### src/rtl/pll_supervisor.sv
// ----------------------------------------------------------------------------
// pll_supervisor
//
// Purpose:
//   Supervises NUM_PLL iCE40 PLL instances from the free-running reference
//   clock. For each channel it pulses the PLL reset and waits for lock. It
//   qualifies lock by requiring it to stay high for a stable window. It
//   retries after lock timeouts or after a loss of lock during hold-off. It
//   releases the downstream domain reset only after a final hold period.
//   Channels are fully independent.
//
// Ports (top):
//   clock_in       in   1          free-running reference clock
//   reset          in   1          synchronous, active-high
//   pll_locked     in   NUM_PLL    raw PLL LOCK outputs (asynchronous)
//   retry_req      in   NUM_PLL    one-cycle pulse, restarts a channel from FAIL
//   pll_resetb     out  NUM_PLL    PLL RESETB, active-low, registered
//   domain_rst     out  NUM_PLL    downstream domain reset, active-high, registered
//   ready          out  NUM_PLL    channel is in RUN, registered
//   failed         out  NUM_PLL    channel is in FAIL, registered
//   lock_loss_cnt  out  8*NUM_PLL  per-channel saturating RUN lock-loss counters
//                                  (channel i on bits [8i+7:8i])
//
// Optional feature:
//   Define PLL_SUPERVISOR_LOSS_CNT_EN to add the lock_loss_cnt port and its
//   counters. When the macro is undefined, the port and the counters are absent.
// ----------------------------------------------------------------------------

// One supervised channel: lock synchroniser, sequencing FSM and output registers.
module pll_supervisor_ch #(
    parameter int RST_PULSE    = 16,
    parameter int LOCK_TIMEOUT = 4096,
    parameter int LOCK_STABLE  = 1024,
    parameter int RST_HOLD     = 64,
    parameter int MAX_RETRY    = 3
) (
    input  logic       clk_i,
    input  logic       rst_i,
    input  logic       pll_locked_i,
    input  logic       retry_req_i,
    output logic       pll_resetb_o,
    output logic       domain_rst_o,
    output logic       ready_o,
    output logic       failed_o
`ifdef PLL_SUPERVISOR_LOSS_CNT_EN
    ,
    output logic [7:0] lock_loss_cnt_o
`endif
);

    function automatic int max2(input int a, input int b);
        return (a > b) ? a : b;
    endfunction

    localparam int MAX_CYC = max2(max2(RST_PULSE, LOCK_TIMEOUT), max2(LOCK_STABLE, RST_HOLD));
    localparam int CW      = (MAX_CYC > 1) ? $clog2(MAX_CYC) : 1;
    localparam int RW      = $clog2(MAX_RETRY + 1);

    localparam logic [CW-1:0] CNT_ZERO     = CW'(0);
    localparam logic [CW-1:0] CNT_ONE      = CW'(1);
    localparam logic [CW-1:0] PULSE_LAST   = CW'(RST_PULSE - 1);
    localparam logic [CW-1:0] TIMEOUT_LAST = CW'(LOCK_TIMEOUT - 1);
    localparam logic [CW-1:0] STABLE_LAST  = CW'(LOCK_STABLE - 1);
    localparam logic [CW-1:0] HOLD_LAST    = CW'(RST_HOLD - 1);
    localparam logic [RW-1:0] RETRY_ZERO   = RW'(0);
    localparam logic [RW-1:0] RETRY_ONE    = RW'(1);
    localparam logic [RW-1:0] RETRY_MAX    = RW'(MAX_RETRY);

    localparam logic [2:0] ST_PLL_RST   = 3'd0;
    localparam logic [2:0] ST_WAIT_LOCK = 3'd1;
    localparam logic [2:0] ST_STABLE    = 3'd2;
    localparam logic [2:0] ST_HOLD      = 3'd3;
    localparam logic [2:0] ST_RUN       = 3'd4;
    localparam logic [2:0] ST_FAIL      = 3'd5;

    logic          lock_meta_q;
    logic          lock_s_q;
    logic [2:0]    state_q, state_d;
    logic [CW-1:0] cnt_q, cnt_d;
    logic [RW-1:0] retry_q, retry_d;
    logic [RW-1:0] retry_inc_s;
    logic          pll_resetb_q;
    logic          domain_rst_q;
    logic          ready_q;
    logic          failed_q;

    // Two-flop synchroniser for the asynchronous PLL lock signal.
    always_ff @(posedge clk_i) begin
        if (rst_i) begin
            lock_meta_q <= 1'b0;
            lock_s_q    <= 1'b0;
        end else begin
            lock_meta_q <= pll_locked_i;
            lock_s_q    <= lock_meta_q;
        end
    end

    // Next-state, cycle counter and retry bookkeeping.
    // Every state is entered with the counter at zero and leaves on the edge
    // where the counter reads N-1. A lock drop beats a coincident expiry.
    always_comb begin
        state_d     = state_q;
        cnt_d       = cnt_q;
        retry_d     = retry_q;
        retry_inc_s = retry_q + RETRY_ONE;
        case (state_q)
            ST_PLL_RST: begin
                if (cnt_q == PULSE_LAST) begin
                    state_d = ST_WAIT_LOCK;
                    cnt_d   = CNT_ZERO;
                end else begin
                    cnt_d   = cnt_q + CNT_ONE;
                end
            end
            ST_WAIT_LOCK: begin
                if (lock_s_q) begin
                    state_d = ST_STABLE;
                    cnt_d   = CNT_ZERO;
                end else if (cnt_q == TIMEOUT_LAST) begin
                    retry_d = retry_inc_s;
                    cnt_d   = CNT_ZERO;
                    if (retry_inc_s == RETRY_MAX) begin
                        state_d = ST_FAIL;
                    end else begin
                        state_d = ST_PLL_RST;
                    end
                end else begin
                    cnt_d   = cnt_q + CNT_ONE;
                end
            end
            ST_STABLE: begin
                // A drop while qualifying counts as a glitch, not as a failed attempt.
                if (!lock_s_q) begin
                    state_d = ST_WAIT_LOCK;
                    cnt_d   = CNT_ZERO;
                end else if (cnt_q == STABLE_LAST) begin
                    state_d = ST_HOLD;
                    cnt_d   = CNT_ZERO;
                end else begin
                    cnt_d   = cnt_q + CNT_ONE;
                end
            end
            ST_HOLD: begin
                if (!lock_s_q) begin
                    retry_d = retry_inc_s;
                    cnt_d   = CNT_ZERO;
                    if (retry_inc_s == RETRY_MAX) begin
                        state_d = ST_FAIL;
                    end else begin
                        state_d = ST_PLL_RST;
                    end
                end else if (cnt_q == HOLD_LAST) begin
                    state_d = ST_RUN;
                    cnt_d   = CNT_ZERO;
                    retry_d = RETRY_ZERO;
                end else begin
                    cnt_d   = cnt_q + CNT_ONE;
                end
            end
            ST_RUN: begin
                // A loss after a successful bring-up starts over without charging a retry.
                cnt_d = CNT_ZERO;
                if (!lock_s_q) begin
                    state_d = ST_PLL_RST;
                end else begin
                    state_d = ST_RUN;
                end
            end
            ST_FAIL: begin
                cnt_d = CNT_ZERO;
                if (retry_req_i) begin
                    state_d = ST_PLL_RST;
                    retry_d = RETRY_ZERO;
                end else begin
                    state_d = ST_FAIL;
                end
            end
            default: begin
                state_d = ST_PLL_RST;
                cnt_d   = CNT_ZERO;
                retry_d = RETRY_ZERO;
            end
        endcase
    end

    // State registers and outputs decoded from the next state, so that outputs
    // move on the same edge as the state.
    always_ff @(posedge clk_i) begin
        if (rst_i) begin
            state_q      <= ST_PLL_RST;
            cnt_q        <= CNT_ZERO;
            retry_q      <= RETRY_ZERO;
            pll_resetb_q <= 1'b0;
            domain_rst_q <= 1'b1;
            ready_q      <= 1'b0;
            failed_q     <= 1'b0;
        end else begin
            state_q      <= state_d;
            cnt_q        <= cnt_d;
            retry_q      <= retry_d;
            pll_resetb_q <= (state_d != ST_PLL_RST) && (state_d != ST_FAIL);
            domain_rst_q <= (state_d != ST_RUN);
            ready_q      <= (state_d == ST_RUN);
            failed_q     <= (state_d == ST_FAIL);
        end
    end

    assign pll_resetb_o = pll_resetb_q;
    assign domain_rst_o = domain_rst_q;
    assign ready_o      = ready_q;
    assign failed_o     = failed_q;

`ifdef PLL_SUPERVISOR_LOSS_CNT_EN
    logic [7:0] loss_cnt_q, loss_cnt_d;

    // Saturating count of RUN -> PLL_RST transitions.
    always_comb begin
        if ((state_q == ST_RUN) && (state_d == ST_PLL_RST) && (loss_cnt_q != 8'd255)) begin
            loss_cnt_d = loss_cnt_q + 8'd1;
        end else begin
            loss_cnt_d = loss_cnt_q;
        end
    end

    // Loss counter register, cleared only by reset.
    always_ff @(posedge clk_i) begin
        if (rst_i) begin
            loss_cnt_q <= 8'd0;
        end else begin
            loss_cnt_q <= loss_cnt_d;
        end
    end

    assign lock_loss_cnt_o = loss_cnt_q;
`endif

endmodule

// Top level: one independent supervisor channel per PLL.
module pll_supervisor #(
    parameter int NUM_PLL      = 2,
    parameter int RST_PULSE    = 16,
    parameter int LOCK_TIMEOUT = 4096,
    parameter int LOCK_STABLE  = 1024,
    parameter int RST_HOLD     = 64,
    parameter int MAX_RETRY    = 3
) (
    input  logic                 clock_in,
    input  logic                 reset,
    input  logic [NUM_PLL-1:0]   pll_locked,
    input  logic [NUM_PLL-1:0]   retry_req,
    output logic [NUM_PLL-1:0]   pll_resetb,
    output logic [NUM_PLL-1:0]   domain_rst,
    output logic [NUM_PLL-1:0]   ready,
    output logic [NUM_PLL-1:0]   failed
`ifdef PLL_SUPERVISOR_LOSS_CNT_EN
    ,
    output logic [8*NUM_PLL-1:0] lock_loss_cnt
`endif
);

    for (genvar i = 0; i < NUM_PLL; i++) begin : g_ch
        pll_supervisor_ch #(
            .RST_PULSE    (RST_PULSE),
            .LOCK_TIMEOUT (LOCK_TIMEOUT),
            .LOCK_STABLE  (LOCK_STABLE),
            .RST_HOLD     (RST_HOLD),
            .MAX_RETRY    (MAX_RETRY)
        ) u_ch (
            .clk_i           (clock_in),
            .rst_i           (reset),
            .pll_locked_i    (pll_locked[i]),
            .retry_req_i     (retry_req[i]),
            .pll_resetb_o    (pll_resetb[i]),
            .domain_rst_o    (domain_rst[i]),
            .ready_o         (ready[i]),
            .failed_o        (failed[i])
`ifdef PLL_SUPERVISOR_LOSS_CNT_EN
            ,
            .lock_loss_cnt_o (lock_loss_cnt[8*i +: 8])
`endif
        );
    end

endmodule

### config.mk
export PLATFORM = sky130hd
export DESIGN_NAME = pll_supervisor
export DESIGN_NICKNAME = d
export VERILOG_FILES = /design/src/rtl/pll_supervisor.sv
export SDC_FILE = /design/constraint.sdc
export NUM_CORES = 1
export LEC_CHECK = 0
export ABC_AREA = 1
export CAP_MARGIN = 25
export CORE_UTILIZATION = 64
export DETAILED_ROUTE_END_ITERATION = 8
export GPL_ROUTABILITY_DRIVEN = 0
export PLACE_DENSITY = 0.86
export RECOVER_POWER = 50
export SLEW_MARGIN = 20
export SYNTH_ARGS = -nofsm -noshare
export SYNTH_HDL_FRONTEND = slang
export SYNTH_SLANG_ARGS = --single-unit
### constraint.sdc
create_clock -name clock_in -period 2.76 [get_ports clock_in]
set_input_delay 0.552 -clock clock_in [delete_from_list [all_inputs] [get_ports clock_in]]
set_output_delay 0.552 -clock clock_in [all_outputs]
set_load 0.02 [all_outputs]
[Word level (Yosys, flattened, before mapping)]
Index checks and enable logic that the tools add are counted.
Word-level totals
  register bits: 46
  latch bits: 0
  bits in writable memories: 0
  ROM bits: 0
  bits of input ports: 6
  output and inout bits: 8
  word-level logic and storage cells: 120
  memories kept: 0
Cells by class
  add/sub/neg operators: 4
  $mul: 0
  divide/modulo/power cells: 0
  $lt $le $gt $ge: 0
  equality and inequality tests: 36
  shifts and indexed selects: 0
  mux-type cells: 50
  bitwise gates (word level): 2
  reduce and logical (&&, ||, !) cells: 10
Operators by type and width (number)
  12-bit two-way mux: 14
  12-bit case mux with 4 select lines: 2
  3-bit two-way mux: 20
  3-bit case mux with 6 select lines: 2
  12-bit by 1-bit adder with 12-bit output (second input constant): 2
  12-bit by 10-bit equality test with 1-bit output (second input constant): 2
  12-bit equality test (second input constant): 2
  12-bit by 4-bit equality test with 1-bit output (second input constant): 2
  12-bit by 6-bit equality test with 1-bit output (second input constant): 2
  3-bit equality test (second input constant): 8
  2-bit two-way mux: 10
  3-bit != test (second input constant): 6
  2-bit case mux with 4 select lines: 2
  3-bit by 2-bit equality test with 1-bit output (second input constant): 4
  5-bit AND reduction: 2
  2-bit != test (second input constant): 4
  3-bit by 1-bit equality test with 1-bit output (second input constant): 2
  3-bit zero test: 2
  3-bit nonzero test: 2
  3-bit OR reduction: 2
  2-bit by 1-bit adder with 2-bit output (second input constant): 2
  2-bit equality test (second input constant): 2
  2-bit by 1-bit != test with 1-bit output (second input constant): 2
  1-bit logical AND: 2
  1-bit NOT: 2

[Depth between registers and ports, before layout]
  word-level depth: 8
  depth in mapped cells: 11

[Cells and area by module]
Synthesis repeated with hierarchy kept, for this count alone.
Second synthesis, totals
  cells, all modules: 347
  area, all modules: 2492.4 µm²
Modules (own cells, without submodules)
  pll_supervisor_ch at g_ch[1].u_ch: times used 1, cells each 177, area an instance 1252.5 µm²
  pll_supervisor_ch at g_ch[0].u_ch: times used 1, cells each 170, area an instance 1239.9 µm²

[Worst setup path after synthesis]
Ideal clock, no wire load.
  path type: register -> register
  from: register g_ch[0].u_ch.cnt_q[0]
  to: register g_ch[0].u_ch.cnt_q[6]
  setup time: 0.117 ns
  arrival time: 1.411 ns
  required time: 2.643 ns
  setup slack: 1.233 ns
  stages on the path, launching flop included: 10
  cell sequence: dfxtp_1 -> ha_1 -> nand3_4 -> nor2_4 -> nand3_1 -> nand2_1 -> nand3_2 -> o21bai_4 -> nand2_8 -> nor2_2
On the way
  longest elaborated chain between the ends: 4
  elaborated cells on any way between the ends: 13
  those cells by class: 1 x add/sub; 4 x eq/ne; 8 x mux
Ends and longest elaborated chain
  start: declaration: line 79  | logic [CW-1:0] cnt_q, cnt_d;
  start signal: assignment: line 199  | cnt_q <= cnt_d;
  12-bit by 1-bit adder with 12-bit output, or another cell as far along
  12-bit two-way mux, on equally long branches: line 152, 119, 136
  12-bit two-way mux, on equally long branches: line 144, 116, 133
  12-bit case mux with 4 select lines *: line 106  | case (state_q)
Every way passes the cells marked *; elsewhere a longest branch is shown, timed or not.
A chain may end at the register's enable or synchronous reset.

[Worst setup path after layout]
  from: register g_ch[0].u_ch.cnt_q[0]
  to: register g_ch[0].u_ch.cnt_q[11]
Same word-level chain as after synthesis.

==> summary.md <==
| Metric | Value |
|---|---|
| Status | complete, no violations |
| Top_reg_cell synth | dfxtp_1 |
| Pin count of the biggest net entering global routing | 15 |
| Worst Setup SP | g_ch[0].u_ch.cnt_q[0]$_SDFF_PP0_ |
| Mapped Nets | 376 |
| Drt drc | 0 |
| Seq/Total Area, Yosys | 35.3% |
| Per-cell routed wire length | 11.4 um |
| Synth Instances | 366 |
| Die height | 65.9 um |
| Placed inst area | 2730 sq um |
| Unrepaired setup endpoints after global routing | false |
| Clock latency on the worst-skew pair | 0.30 ns |
| Core Util, Final | 73.4% |
| CTS sink cnt | 46 |
| Via count | 2183 |
| Area contributors post-synth | dfxtp_1 35%, nand2_1 9.2%, nor2_1 9.1%, inv_1 6.6%, nand3_1 5.0% |
| Post-CTS sizing | 0 |
| Clock tree from TritonCTS | yes |
| Place WS | 0.584 ns |
| Layout net count | 385 |
| Netlist cell types | 37 |
| Share of the synthesized area in the top cell type | 35.3% |
| Async SR Flop Fraction | 0% |
| Syn Std Cell Area | 2610 sq um |
| Crit path DAT | 2.24 ns |
| Min cycle time layout | 2.05 ns |
| Clk buf depth | 2 |
| Fraction of the cycle the final worst path needs | 74.2% |
| Yosys reg bits | 46 |
| Least-Margin Pin Slew | 0.521 ns |
| Num rows | 22 |
| Fin. max-slew vios | 0 |
| Post-synth EDFFs | 0 |
| Worst-path clk slew | 0.08 ns |
| H-tree levels | 2 |
| Cell count of the worst reg-to-reg path | 9 |
| HPWL Detailed | 3670 um |
| Max Cap Viol | 0 |
| Crit end category | register |
| Leak pwr | 1.22 nW |
| Core area | 3800 sq um |
| Area Overhead vs Synth | 6.86% |
| Worst slew margin | 65.0% |
| WP data required | 2.95 ns |
| Yosys warns | 0 |
| Ports | 14 |
| Placed Instances | 416 |
| Final hold violation count | 0 |
| Yosys top cell by area | dfxtp_1 |
| DRT iter0 DRCs | 128 |
| CP max FO | 10 |
| Design Area, Final | 2790 sq um |
| Hold WS | 0.411 ns |
| Global-route wire length before repair | 8300 um |
| Die area | 4340 sq um |
| Share of cells above drive strength 1 | 14.1% |
| Worst hold path type | reg2reg |
| Fillcell total | 317 |
| PnR worst setup slack | 0.712 ns |
| Clock Skew | 0.00709 ns |
| Vias in the first global route | 2066 |
| Hold-fix buffer count after cts | 0 |
| Max IR drop VDD | 0.469 mV |
| Antenna-violating nets left | 0 |
| Worst setup SP type | register |
| Number of buffers created by CTS | 5 |
| FF-to-FF setup slack | 0.71 ns |
| Design Power | 1.33 mW |
| Reg-to-reg critical path endpoint | g_ch[0].u_ch.cnt_q[11]$_SDFF_PP0_ |
| Total grt overflow | 0 |
| Fmax achieved | 488 MHz |
| Drt first pass iters | 4 |
| End of the critical path | g_ch[0].u_ch.cnt_q[11]$_SDFF_PP0_ |
| Chip Width | 65.9 um |
| Synth top cells by count | 64 x nand2_1, 63 x nor2_1, 46 x dfxtp_1, 46 x inv_1, 26 x nand3_1 |
| R2R Path Start | g_ch[0].u_ch.cnt_q[0]$_SDFF_PP0_ |
| Final WL | 4810 um |
| Syn_area_per_cell | 7.13 sq um |
| Power density cells | 478 nW/um^2 |
| Starting Density | 68.7% |
| Final Setup Violations | 0 |
| Top-count cell post-synth | nand2_1 |
| PortBufs | 13 |
| Initial antenna violation count | 0 |
| Setup TNS | 0 ns |
| Setup bufs post-CTS | 0 |
| Clock root buffer | clkbuf_8 |
| Kind of critical path | reg2reg |
| # diodes | 0 |
| GRT Resource Usage Total | 24.9% |
| DR vias/cell | 5.15 |
| Cell Count, Final, Fillers Out | 424 |
-- metal layers --
layer,track usage (%),wire (um),vias up
met1,27.9,2190,989
met4,9.24,101,0
met2,45.4,2380,35
met5,0,0,-
met3,5.34,139,11
li1,-,-,1148
-- placed cells by master, fill, tap and decap left out, drive strengths merged --
cell / synthesis / routed
a211oi: 1 / 1
a21boi: 1 / 1
a21oi: 5 / 5
and3: 1 / 1
bufinv: 0 / 2
clkbuf: 1 / 6
clkdlybuf4s50: 0 / 11
dfxtp: 46 / 46
dlygate4sd3: 0 / 2
ha: 4 / 4
inv: 56 / 56
nand2: 75 / 75
nand3: 31 / 31
nand3b: 1 / 1
nand4: 10 / 10
nor2: 85 / 85
nor3: 11 / 11
o21ai: 8 / 8
o21bai: 2 / 2
o31ai: 1 / 1
or2: 2 / 2
xnor2: 6 / 6
xor2: 9 / 9
-- cell families (layout without fill, tap and decap cells) --
logic type	after synthesis	count (layout)	synth area share [%]
AND/OR/NAND/NOR	216	216	41.9
XOR/XNOR	15	15	5.03
adder cells (fa/ha/maj)	4	4	1.92
AO/OA/AOI/OAI	18	18	4.99
flip-flops	46	46	35.3
buffers and inverters	67	77	10.9
-- state kept, by name, summed over array words and instances, names as in the netlist --
| register | cells |
|---|---|
| g_ch.u_ch.cnt_q | 24 |
| g_ch.u_ch.domain_rst_o | 2 |
| g_ch.u_ch.failed_o | 2 |
| g_ch.u_ch.lock_meta_q | 2 |
| g_ch.u_ch.lock_s_q | 2 |
| g_ch.u_ch.pll_resetb_o | 2 |
| g_ch.u_ch.ready_o | 2 |
| g_ch.u_ch.retry_q | 4 |
| g_ch.u_ch.state_q | 6 |
-- layout make-up --
type	instances	area, sq um	share of cell area [%]
Inverter	56	210	7.54
Clock inverter	2	60.1	2.15
Tap cell	48	60.1	2.15
Sequential cell	46	921	33.0
Timing Repair Buffer	13	130	4.67
Multi-Input combinational cell	253	1330	47.5
Clock buffer	6	82.6	2.96
-- power breakdown --
| group | switching [mW] | internal (mW) | leakage (nW) |
|---|---|---|---|
| sequential | 0.00893 | 0.674 | 0.373 |
| combinational | 0.0252 | 0.0182 | 0.780 |
| clock | 0.220 | 0.386 | 0.0714 |
-- worst min-delay path by stage --
stage / from / end / slack (ns) / cells after the start
after global placement: g_ch[0].u_ch.lock_meta_q$_SDFF_PP0_ / g_ch[0].u_ch.lock_s_q$_SDFF_PP0_ / 0.40 / 2
after floorplan: g_ch[0].u_ch.lock_meta_q$_SDFF_PP0_ / g_ch[0].u_ch.lock_s_q$_SDFF_PP0_ / 0.39 / 2
after CTS: g_ch[1].u_ch.lock_meta_q$_SDFF_PP0_ / g_ch[1].u_ch.lock_s_q$_SDFF_PP0_ / 0.42 / 2
after global routing: g_ch[1].u_ch.lock_meta_q$_SDFF_PP0_ / g_ch[1].u_ch.lock_s_q$_SDFF_PP0_ / 0.43 / 2
final: g_ch[1].u_ch.lock_meta_q$_SDFF_PP0_ / g_ch[1].u_ch.lock_s_q$_SDFF_PP0_ / 0.41 / 2
after detailed placement: g_ch[0].u_ch.lock_meta_q$_SDFF_PP0_ / g_ch[0].u_ch.lock_s_q$_SDFF_PP0_ / 0.40 / 2
-- critical path, cell delays in order (launching register included) --
cell,delay [ns]
dfxtp_1,0.38
ha_1,0.20
nand3_1,0.16
nor2_1,0.36
nand3_1,0.17
nand2_1,0.10
nand3_1,0.09
o21bai_1,0.27
nand2_8,0.17
nor2_1,0.05
No activity file was read; power rests on OpenSTA's default activity.
